===== src/rtl/mem_sram_ctrl.sv =====
// MEM-stage load/store responder for a 16-bit asynchronous SRAM.
// Each 32-bit access runs as two half-word phases with fixed wait states.
module mem_sram_ctrl #(
  parameter int unsigned BASE_ADDR   = 1024,
  parameter int unsigned WAIT_CYCLES = 5,
  parameter int unsigned SRAM_AW     = 18
) (
  input  logic               clk,
  input  logic               rst,
  input  logic               wr_en,
  input  logic               rd_en,
  input  logic [31:0]        address,
  input  logic [31:0]        write_data,
  output logic [31:0]        read_data,
  output logic               ready,
  output logic [SRAM_AW-1:0] sram_addr,
  output logic [15:0]        sram_dq_o,
  input  logic [15:0]        sram_dq_i,
  output logic               sram_dq_oe,
  output logic               sram_ce_n,
  output logic               sram_we_n,
  output logic               sram_oe_n
);

  localparam int unsigned CW = $clog2(WAIT_CYCLES);
  localparam logic [CW-1:0] CNT_LAST = CW'(WAIT_CYCLES - 1);

  typedef enum logic [1:0] {IDLE, LOW, HIGH, DONE} state_t;

  state_t             state;
  logic [CW-1:0]      cnt;
  logic               op_wr;
  logic [SRAM_AW-1:0] lo_addr_q;
  logic [31:0]        wdata_q;

  logic [31:0]        offset_c;
  logic [SRAM_AW-1:0] lo_addr_c;
  logic [CW-1:0]      cnt_inc_c;
  logic               cnt_last_c;
  logic               req_c;
  logic               unused_ok;

  // Half-word index relative to the SRAM window; byte offset within the word is dropped
  assign offset_c   = address - 32'(BASE_ADDR);
  assign lo_addr_c  = {offset_c[SRAM_AW:2], 1'b0};
  assign cnt_inc_c  = cnt + CW'(1);
  assign cnt_last_c = (cnt == CNT_LAST);
  assign req_c      = wr_en | rd_en;
  assign unused_ok  = ^{offset_c[31:SRAM_AW+1], offset_c[1:0]};

  // Pipeline handshake: free when idle with no new request, or on the completion cycle
  assign ready = ((state == IDLE) & ~req_c) | (state == DONE);

  // Access sequencer with registered SRAM strobes
  always_ff @(posedge clk or negedge rst) begin
    if (!rst) begin
      state      <= IDLE;
      cnt        <= '0;
      op_wr      <= 1'b0;
      lo_addr_q  <= '0;
      wdata_q    <= '0;
      read_data  <= '0;
      sram_addr  <= '0;
      sram_dq_o  <= '0;
      sram_dq_oe <= 1'b0;
      sram_ce_n  <= 1'b1;
      sram_we_n  <= 1'b1;
      sram_oe_n  <= 1'b1;
    end else begin
      case (state)
        IDLE: begin
          if (req_c) begin
            // Write wins when both requests are raised together
            op_wr      <= wr_en;
            lo_addr_q  <= lo_addr_c;
            wdata_q    <= write_data;
            state      <= LOW;
            cnt        <= '0;
            sram_addr  <= lo_addr_c;
            sram_ce_n  <= 1'b0;
            sram_dq_oe <= wr_en;
            sram_we_n  <= ~wr_en;
            sram_oe_n  <= wr_en;
            if (wr_en) sram_dq_o <= write_data[15:0];
          end
        end
        LOW, HIGH: begin
          if (cnt_last_c) begin
            cnt <= '0;
            if (state == LOW) begin
              if (!op_wr) read_data[15:0] <= sram_dq_i;
              state     <= HIGH;
              sram_addr <= lo_addr_q | SRAM_AW'(1);
              sram_we_n <= ~op_wr;
              if (op_wr) sram_dq_o <= wdata_q[31:16];
            end else begin
              if (!op_wr) read_data[31:16] <= sram_dq_i;
              state      <= DONE;
              sram_ce_n  <= 1'b1;
              sram_we_n  <= 1'b1;
              sram_oe_n  <= 1'b1;
              sram_dq_oe <= 1'b0;
            end
          end else begin
            cnt <= cnt_inc_c;
            // Release we_n one cycle early so address/data hold past the write strobe
            sram_we_n <= ~op_wr | (cnt_inc_c == CNT_LAST);
          end
        end
        default: state <= IDLE;
      endcase
    end
  end

endmodule

===== config.mk =====
export PLATFORM = sky130hd
export DESIGN_NAME = mem_sram_ctrl
export DESIGN_NICKNAME = d
export VERILOG_FILES = /design/src/rtl/mem_sram_ctrl.sv
export SDC_FILE = /design/constraint.sdc
export NUM_CORES = 1
export LEC_CHECK = 0
export CAP_MARGIN = 0
export CORE_ASPECT_RATIO = 2
export CORE_MARGIN = 5
export CORE_UTILIZATION = 30
export CTS_BUF_LIST = sky130_fd_sc_hd__clkbuf_4 sky130_fd_sc_hd__clkbuf_8 sky130_fd_sc_hd__clkbuf_16
export CTS_CLUSTER_DIAMETER = 80
export DETAILED_ROUTE_END_ITERATION = 12
export PLACE_DENSITY_LB_ADDON = 0.2
export SYNTH_ARGS = -nofsm -noshare
export SYNTH_HDL_FRONTEND = slang
export SYNTH_SLANG_ARGS = --single-unit
export TNS_END_PERCENT = 20

===== constraint.sdc =====
create_clock -name clk -period 5.3 [get_ports clk]
set_clock_uncertainty 0.2 [all_clocks]
set_input_delay 1.06 -clock clk [delete_from_list [all_inputs] [get_ports clk]]
set_output_delay 1.06 -clock clk [all_outputs]
set_load 0.005 [all_outputs]

* Yosys cells after proc, flatten, opt, wreduce, memory -nomap -nowiden
Cells that the tools add are included.
Operators by class: add/sub/neg operators 2, equality and inequality tests 11, mux-type cells 30, bitwise logic cells 8, reduce and logical (&&, ||, !) cells 11
Operators by type and width (number):
- two-way mux 16 bit | 5
- two-way mux 18 bit | 3
- case mux 18 bit (2 select lines) | 1
- case mux 16 bit (2 select lines) | 1
- subtractor 19 x 11 -> 19 bit (second input constant) | 1
- AND reduction 4 bit | 4
- != test 2 bit (second input constant) | 6
- two-way mux 1 bit | 10
- case mux 1 bit (2 select lines) | 4
- equality test 3 bit (second input constant) | 2
- two-way mux 3 bit | 2
- case mux 3 bit (2 select lines) | 1
- AND reduction 2 bit | 3
- AND reduction 6 bit | 1
- equality test 2 bit (second input constant) | 2
- two-way mux 2 bit | 2
- inverter 1 bit | 4
- case mux 2 bit (2 select lines) | 1
- adder 3 x 1 -> 3 bit (second input constant) | 1
- bitwise OR 1 bit | 3
- equality test 2 x 1 -> 1 bit (second input constant) | 1
- zero test 2 bit | 1
- nonzero test 2 bit | 1
- OR reduction 2 bit | 1
- bitwise AND 1 bit | 1
Storage, ports and cells: register bits 125, bits of input ports 84, logic and storage cells 75

* Longest topological paths before layout
Gate-level depths: netlist of run 1.
depth in word-level cells 5, depth in mapped cells 9

* Least setup slack after synthesis of run 1
No wires, ideal clock.
path kind input port to output port, start point input wr_en, end point output ready, data arrival time 1738 ps, path slack 2302 ps, stages on the path 4, cells stage by stage buf_2 > nor3b_4 > nor2_1 > inv_1
Between the ends: longest elaborated chain between the ends 4
RTL lines:
- from (decl) | RTL line 10 | input logic wr_en,
- bitwise OR 1 bit | RTL line 48 | assign req_c = wr_en | rd_en;
- inverter 1 bit | RTL line 52 | assign ready = ((state == IDLE) & ~req_c) | (state == DONE);
- bitwise AND 1 bit | RTL line 52
- bitwise OR 1 bit | RTL line 52
- to (decl) | RTL line 15 | output logic ready,
No other way between the ends.

* Worst setup path in the final report of run 1
Same ends and word-level chain as after synthesis.

==> results.toml, run 1 <==
[floorplan]
dieArea_um2 = 18700
io_pins = 155
initial_core_util_pct = 30.4
core_um2 = 15700
die_height_um = 188
rows = 65
die_w_um = 99.2

[cts]
h-tree-depth = 3
clockRootBuffer = "clkbuf_16"
clkSinkCount = 109
clkTransAtPathRegs_ps = 70
cts_tree = "built"
post_cts_buffers = 0
clkLatencyLatePin_ps = 350
clk_path_buf_depth = 2
cts_inserted_buffers = 9
cts_resized = 0
ctsHoldBuffers = 0

[finish]
finalInstanceArea_um2 = 6700
drive_gt1_share_pct = 24.0
register_area_um2 = 2730
final_nets = 595
fillers = 1485
instances_no_fill = 709
fin_util_pct = 42.7
antenna_cells = 0
multi_input_area_um2 = 1940
synthToLayoutAreaGrowth_pct = 40.2

[timing]
hold-worst-slack_ps = 284
hold_viol = 0
setup_violations = 0
rsz0062_at_grt = "no"
relSlewSlack_pct = 27.7
final_max_slew_viol_count = 0
tightestPinTransition_ps = 1080
max_freq_mhz = 238
finalWorstSetupSlack_ps = 1100
period_minus_slack_ps = 4200
finalCritPeriodShare_pct = 79.2
fin_setup_tns_ps = 0

[pwr]
irDropWorstVdd_mv = 0.240
pwr-share-comb_pct = 47.8
p_int_mw = 2.69
p_per_area_nw_per_um2 = 603
p_sw_mw = 1.35
pwr-share-seq_pct = 34.7
power_switching_share_pct = 33.4
power_mw = 4.04
clkPwrFrac_pct = 17.6
power_leakage_nw = 2.86

[critical_path]
endpoint_kind = "primary output"
crit_required_ps = 4040
crit_chain = "clkdlybuf4s50_1 > nor3b_4 > nor2_1 > inv_1 > clkdlybuf4s50_1"
worst_r2r_path_depth = 7
critPathLaunchType = "primary input"
worst-path-max-fanout = 7
arrival_ps = 2940
crit_slowest_cell = "clkdlybuf4s50_1"
crit_top_cell = "clkdlybuf4s50_1"
critPathKind = "in2out"
cp_slowest_stage_delay_ps = 610

[grt]
grt.total_usage_pct = 12.6
grt_pass1_wl_mm = 18.7
antenna_found_initial = 0
grt_max_degree = 53
grt_overflow_total = 0
grt_pass1_vias = 3664

[route]
drtPass1Iterations = 4
postRouteWirelength_mm = 11.4
drc = 0
ant_nets = 0
wire_per_inst_um = 16.1
vias = 3275
vias_per_cell = 4.62
drt_iter0_drc = 67

[logic_synthesis]
synth_seq_cells = 109
synth_most_common_cell = "dfrtp_1"
yosys-top-cells-count = "dfrtp_1, mux2_2, nand2_1"
netlist_area_um2 = 4780
yosysTopAreaCellShare_pct = 55.5
synth_area_leader_cell = "dfrtp_1"
yosysUniqueCellTypes = 36
synth_ff_type = "dfrtp_1"
synth_cells = 365
syn_nets = 457
syn_area_per_cell_um2 = 13.1
synth.area.top_cells = "dfrtp_1, mux2_2, mux2_4"
synth_edf_count = 0
ys_seq_area_share_pct = 57.2
yosys_warnings = 0
async_reset_ff_share_pct = 100

[status]
status = "finished, final reports clean"

[placement]
gp_congestion = 0.745
port-buffer-count = 139
hpwl_mm = 8.56
placed_area_um2 = 6380
preCtsSetupSlack_ps = 1100
dp_cells = 693

[worst_hold_path]
worstHoldPathCells = 2
hold_class = "reg2reg"

[flow_run]
maxCapViolations = 0
-- critical path, delay by kind of cell --
kind	cells	cell delay [ps]
buf+inv	3	1300
simple gates	2	570
-- path summary, 6_finish.rpt --
| check | slack, ps | endpoint | start |
|---|---|---|---|
| max | 1100 | ready | wr_en |
| min | 280 | lo_addr_q[17] | lo_addr_q[17] |
| max reg2reg | 2300 | read_data[11] | state[0] |
| min reg2reg | 280 | lo_addr_q[17] | lo_addr_q[17] |
| max in group asynchronous | 3460 | lo_addr_q[12] | rst |
| min in group asynchronous | 430 | read_data[18] | rst |
-- kinds of logic after synthesis --
logic type	after synthesis	share of synthesized area, %
buffers and inverters	27	2.57
muxes	99	23.9
and+or+nand+nor	64	6.60
xor gates and xnor gates	7	1.28
adders and majority gates	8	2.09
AOI/OAI and AO/OA	51	6.42
DFF	109	57.2
-- cells in the final DEF, fill, tap and decap left out, types with 7 or more instances in the layout --
cell type	n
inv_1	10
clkbuf_16	9
nand2_1	36
dfrtp_1	106
mux2i_1	9
mux2_4	10
o21ai_0	27
ha_1	7
clkdlybuf4s50_1	138
mux2_2	80
nand3_1	7
nor2_1	8
-- cell type report --
| class | instances | share of cell area (%) |
|---|---|---|
| inverter | 10 | 0.560 |
| clock inverter | 6 | 1.16 |
| timing repair buffer | 144 | 21.3 |
| clock buffer | 10 | 3.57 |
| sequential | 109 | 40.8 |
| multi-input combinational | 229 | 28.9 |
| tap | 201 | 3.75 |
-- sequential cells by signal, indices dropped and copies added, names as in the netlist --
register	flops
lo_addr_q	17
sram_we_n	1
sram_addr	18
sram_ce_n	1
wdata_q	16
op_wr	1
sram_dq_o	16
cnt	3
sram_oe_n	1
state	2
read_data	32
sram_dq_oe	1
-- power by group through the flow --
stage          Clock, mW  Combinational (mW)  Sequential, mW
2_1_floorplan          0                1.20            1.40
3_3_place_gp           0                1.93            1.41
3_5_place_dp           0                1.98            1.42
4_1_cts            0.740                1.99            1.41
5_1_grt            0.775                2.11            1.46
6_report           0.710                1.93            1.40
-- routing by layer --
layer  global-route usage (%)  vias to the layer above  wire length [µm]  share of wire, %
met5                        0                        -                 0                 0
met4                     4.84                        0               212               1.9
met3                     3.19                       16               667               5.8
met2                     24.0                       85              6540                57
met1                     12.8                     1620              4000                35
li1                         -                     1554                 -                 -
Power figures use the tool's default switching activity.
==> inputs of run 2 (changes only) <==
==> constraint.sdc (replaced) <==
create_clock -name clk -period 3.6 [get_ports clk]
set_clock_uncertainty 0.2 [all_clocks]
set_input_delay 0.72 -clock clk [delete_from_list [all_inputs] [get_ports clk]]
set_output_delay 0.72 -clock clk [all_outputs]
set_load 0.005 [all_outputs]
==> run 2 against run 1 <==
Total power is 49% higher. Cell count is 0.56% higher. Setup slack worse by 920 ps. Die area stayed put. Combinational power is 51% higher. Final area is 0.80% higher. First-iteration DRC count is 9.0% higher. Global-route usage is 0.16 points higher. Critical path depth stayed put. Register-to-register slack worse by 1200 ps. Via count is 0.70% higher. Critical endpoint unchanged.
==> results.toml, run 2 (same netlist as run 1, synthesis figures left out) <==
[cts]
cts_resized = 0
clkSinkCount = 109
cts_tree = "built"
cts_inserted_buffers = 9
clockRootBuffer = "clkbuf_16"
clk_path_buf_depth = 2
post_cts_buffers = 0
h-tree-depth = 3
clkTransAtPathRegs_ps = 80
clkLatencyLatePin_ps = 350
ctsHoldBuffers = 0

[timing]
final_max_slew_viol_count = 0
period_minus_slack_ps = 3420
hold_viol = 0
rsz0062_at_grt = "no"
tightestPinTransition_ps = 821
relSlewSlack_pct = 45.0
finalCritPeriodShare_pct = 95.0
max_freq_mhz = 293
fin_setup_tns_ps = 0
setup_violations = 0

[finish]
final_common_cell = "clkdlybuf4s50_1"
fillers = 1491
mostFrequentLayoutCells = "clkdlybuf4s50_1, dfrtp_1, mux2_2, nand2_1, o21ai_0"
drive_gt1_share_pct = 24.6
final_nets = 599
largestRegisters = "read_data (32), sram_addr (18), lo_addr_q (17)"
top_register = "read_data"
synthToLayoutAreaGrowth_pct = 41.4
largest_reg_flops = 32
antenna_cells = 0
finalInstanceArea_um2 = 6760

[pwr]
power_switching_share_pct = 33.5
p_int_mw = 4.02
power_leakage_nw = 2.89
p_sw_mw = 2.02
irDropWorstVdd_mv = 0.413
pwr-share-comb_pct = 48.3
clkPwrFrac_pct = 17.4
p_per_area_nw_per_um2 = 894
pwr-share-seq_pct = 34.3

[placement]
port-buffer-count = 139
gp_congestion = 0.759
placed_area_um2 = 6440
hpwl_mm = 8.81

[grt]
antenna_found_initial = 0
grt_pass1_vias = 3613
grt.total_usage_pct = 12.8
grt_max_degree = 48
grt_pass1_wl_mm = 18.8
grt_overflow_total = 0

[critical_path]
arrival_ps = 2500
r2r-start = "state[0]"
endpoint_kind = "primary output"
critPathLaunchType = "primary input"
worst_r2r_path_depth = 6
ff2ff_setup_slack_ps = 1070
r2r_end = "sram_dq_o[0]"
critPathKind = "in2out"
worst-path-max-fanout = 7
crit_required_ps = 2680

[floorplan]
rows = 65
die_height_um = 188
dieArea_um2 = 18700
initial_core_util_pct = 30.4
core_um2 = 15700
io_pins = 155
die_w_um = 99.2

[route]
vias = 3298
vias_per_cell = 4.63
drc = 0
ant_nets = 0
wire_per_inst_um = 16.5
drtPass1Iterations = 4
postRouteWirelength_mm = 11.7
drt_iter0_drc = 73

[status]
status = "finished, final reports clean"

[worst_hold_path]
hold_class = "in2async"

[flow_run]
maxCapViolations = 0
run 2: final cells by class:
| type | instances | area [µm²] | share of cell area [%] |
|---|---|---|---|
| Clock buffer | 10 | 239 | 3.54 |
| Clock inverter | 6 | 76.3 | 1.13 |
| Inverter | 10 | 37.5 | 0.556 |
| Multi-Input combinational cell | 229 | 1940 | 28.7 |
| Sequential cell | 109 | 2730 | 40.4 |
| Tap cell | 201 | 251 | 3.72 |
| Timing Repair Buffer | 148 | 1480 | 21.9 |
run 2: power by group through the flow:
stage / Clock [mW] / Sequential [mW] / Combinational [mW]
2_1_floorplan: 0 / 2.06 / 1.77
3_3_place_gp: 0 / 2.07 / 2.92
3_5_place_dp: 0 / 2.10 / 2.99
4_1_cts: 1.09 / 2.08 / 2.99
5_1_grt: 1.12 / 2.15 / 3.21
6_report: 1.05 / 2.07 / 2.92
run 2: worst max path at each step:
stage,slack (ps),from,cells past startpoint,end
floorplan,1220,wr_en,6,sram_dq_o[10]
global placement,230,rd_en,5,ready
detailed placement,190,rd_en,5,ready
CTS,190,rd_en,5,ready
global route,90,rd_en,5,ready
finish,180,rd_en,5,ready
run 2: metal layers:
metal / part of all wire (%) / vias to the layer above / GRT usage (%)
met1: 34 / 1646 / 12.7
met5: 0 / - / 0
met4: 1.3 / 0 / 4.26
met3: 5.3 / 9 / 2.89
li1: - / 1563 / -
met2: 59 / 80 / 25.1
run 2: per-stage QoR:
| step | util (%) | setup WS (ps) | hold slack, ps | power (mW) | cells |
|---|---|---|---|---|---|
| finish | 43.0 | 182 | 187 | 6.04 | 713 |
| global route | 43.0 | 86.0 | 237 | 6.48 | 713 |
| CTS | 43.0 | 190 | 208 | 6.17 | 713 |
| detailed placement | 41.0 | 194 | 272 | 5.09 | 697 |
| global placement | 41.0 | 226 | 263 | 5.00 | 697 |
| floorplan | - | 1220 | 224 | 3.83 | 365 |
run 2: critical path, stage by stage:
cell and delay [ps]:
clkdlybuf4s50_1 520, nor3b_4 370, nor2_1 180, inv_1 170, clkdlybuf4s50_1 540
==> inputs of run 3 (changes only) <==
--- a/config.mk
+++ b/config.mk
@@ -12,7 +12,8 @@
 export CTS_BUF_LIST = sky130_fd_sc_hd__clkbuf_4 sky130_fd_sc_hd__clkbuf_8 sky130_fd_sc_hd__clkbuf_16
 export CTS_CLUSTER_DIAMETER = 80
 export DETAILED_ROUTE_END_ITERATION = 12
-export PLACE_DENSITY_LB_ADDON = 0.2
+export PLACE_DENSITY = 0.66
+export SLEW_MARGIN = 10
 export SYNTH_ARGS = -nofsm -noshare
 export SYNTH_HDL_FRONTEND = slang
 export SYNTH_SLANG_ARGS = --single-unit
==> run 3 against run 2 <==
Final area decreased by 0.15%. Setup slack improved by 24 ps. Via count is 0.12% higher. Cell count is 0.28% lower. First-iteration DRC count increased by 30%. Routed wire length down 0.84%. Maximum frequency is 0.72% higher. Sequential share of layout area grew 0.060 points. Core utilization decreased by 0.064 points. Register-to-register slack got worse by 160 ps. Total power is 0.75% lower. Largest cell class unchanged.
==> results.toml, run 3 (same netlist as run 1, synthesis figures left out) <==
[status]
status = "finished, final reports clean"

[finish]
final_common_cell = "clkdlybuf4s50_1"
antenna_cells = 0
instances_no_fill = 711
drive_gt1_share_pct = 24.3
fin_util_pct = 43.0
mostFrequentLayoutCells = "clkdlybuf4s50_1, dfrtp_1, mux2_2, nand2_1, o21ai_0"
synthToLayoutAreaGrowth_pct = 41.2
final_nets = 597
largest_reg_flops = 32
largestRegisters = "read_data (32), sram_addr (18), lo_addr_q (17)"
top_register = "read_data"

[critical_path]
endpoint_kind = "primary output"
crit_top_cell = "clkdlybuf4s50_1"
critical-path-top-delay-family = "buffers and inverters"
crit_required_ps = 2680
cp_slowest_stage_delay_ps = 540
worst-path-max-fanout = 7
crit_chain = "clkdlybuf4s50_1 > nor3b_4 > nor2_1 > inv_1 > clkdlybuf4s50_1"
critPathLaunchType = "primary input"
path_buf_inv = 3
crit_slowest_cell = "clkdlybuf4s50_1"
arrival_ps = 2470
critPathKind = "in2out"

[cts]
ctsHoldBuffers = 0
h-tree-depth = 3
post_cts_buffers = 0
cts_tree = "built"
cts_inserted_buffers = 9
clk_path_buf_depth = 2
cts_resized = 0
clkLatencyLatePin_ps = 350
clkSinkCount = 109
clkTransAtPathRegs_ps = 80
clockRootBuffer = "clkbuf_16"

[route]
drt_iter0_drc = 95
drc = 0
vias = 3302
ant_nets = 0
drtPass1Iterations = 4
wire_per_inst_um = 16.4
postRouteWirelength_mm = 11.6
vias_per_cell = 4.64

[grt]
grt_max_degree = 74
grt.total_usage_pct = 12.8
grt_overflow_total = 0
antenna_found_initial = 0
grt_pass1_wl_mm = 18.7
grt_pass1_vias = 3607

[placement]
gp_congestion = 0.795
port-buffer-count = 139
dp_cells = 695
hpwl_mm = 8.71

[timing]
final_max_slew_viol_count = 0
relSlewSlack_pct = 41.2
hold-worst-slack_ps = 128
tightestPinTransition_ps = 882
finalCritPeriodShare_pct = 94.3
period_minus_slack_ps = 3390
max_freq_mhz = 295
setup_violations = 0
hold_viol = 0
rsz0062_at_grt = "no"
fin_setup_tns_ps = 0

[floorplan]
die_height_um = 188
rows = 65
die_w_um = 99.2
core_um2 = 15700
dieArea_um2 = 18700
initial_core_util_pct = 30.4
io_pins = 155

[worst_hold_path]
hold_class = "in2async"

[pwr]
power_leakage_nw = 2.88
irDropWorstVdd_mv = 0.353
p_per_area_nw_per_um2 = 888

[flow_run]
maxCapViolations = 0
## run 3: report_power, final
group / internal, mW / switching (mW)
sequential: 1.79 / 0.285
combinational: 1.64 / 1.24
clock: 0.572 / 0.470
total: 4.00 / 2.00
## run 3: path summary, 6_finish.rpt
kind	cells past startpoint	start	end	slack (ps)
max	5	rd_en	ready	210
min	1	rst	read_data[19]	130
max reg2reg	5	state[0]	sram_addr[4]	910
min reg2reg	2	lo_addr_q[14]	lo_addr_q[14]	290
max in group asynchronous	2	rst	sram_oe_n	2260
min in group clk	2	lo_addr_q[14]	lo_addr_q[14]	290
## run 3: area by class of cell
class | instances | area (µm²)
Tap cell | 201 | 251
Sequential cell | 109 | 2730
Clock buffer | 10 | 239
Multi-Input combinational cell | 229 | 1940
Fill cell | 1445 | 8950
Inverter | 10 | 37.5
Clock inverter | 6 | 81.3
Timing Repair Buffer | 146 | 1470
## run 3: stage by stage
step	worst slack (ps)	cell area [µm²]	total power, mW
finish	206	6750	5.99
global route	53.4	6750	6.43
CTS	194	6750	6.10
detailed placement	202	6420	5.03
global placement	229	6420	4.94
floorplan	1220	4780	3.83
## run 3: layer usage
metal	vias to the layer above	wire, µm	GRT usage, %
met4	0	401	6.42
met3	25	647	3.37
met2	91	6580	23.5
met1	1625	4010	13.0
li1	1561	-	-
met5	-	0	0
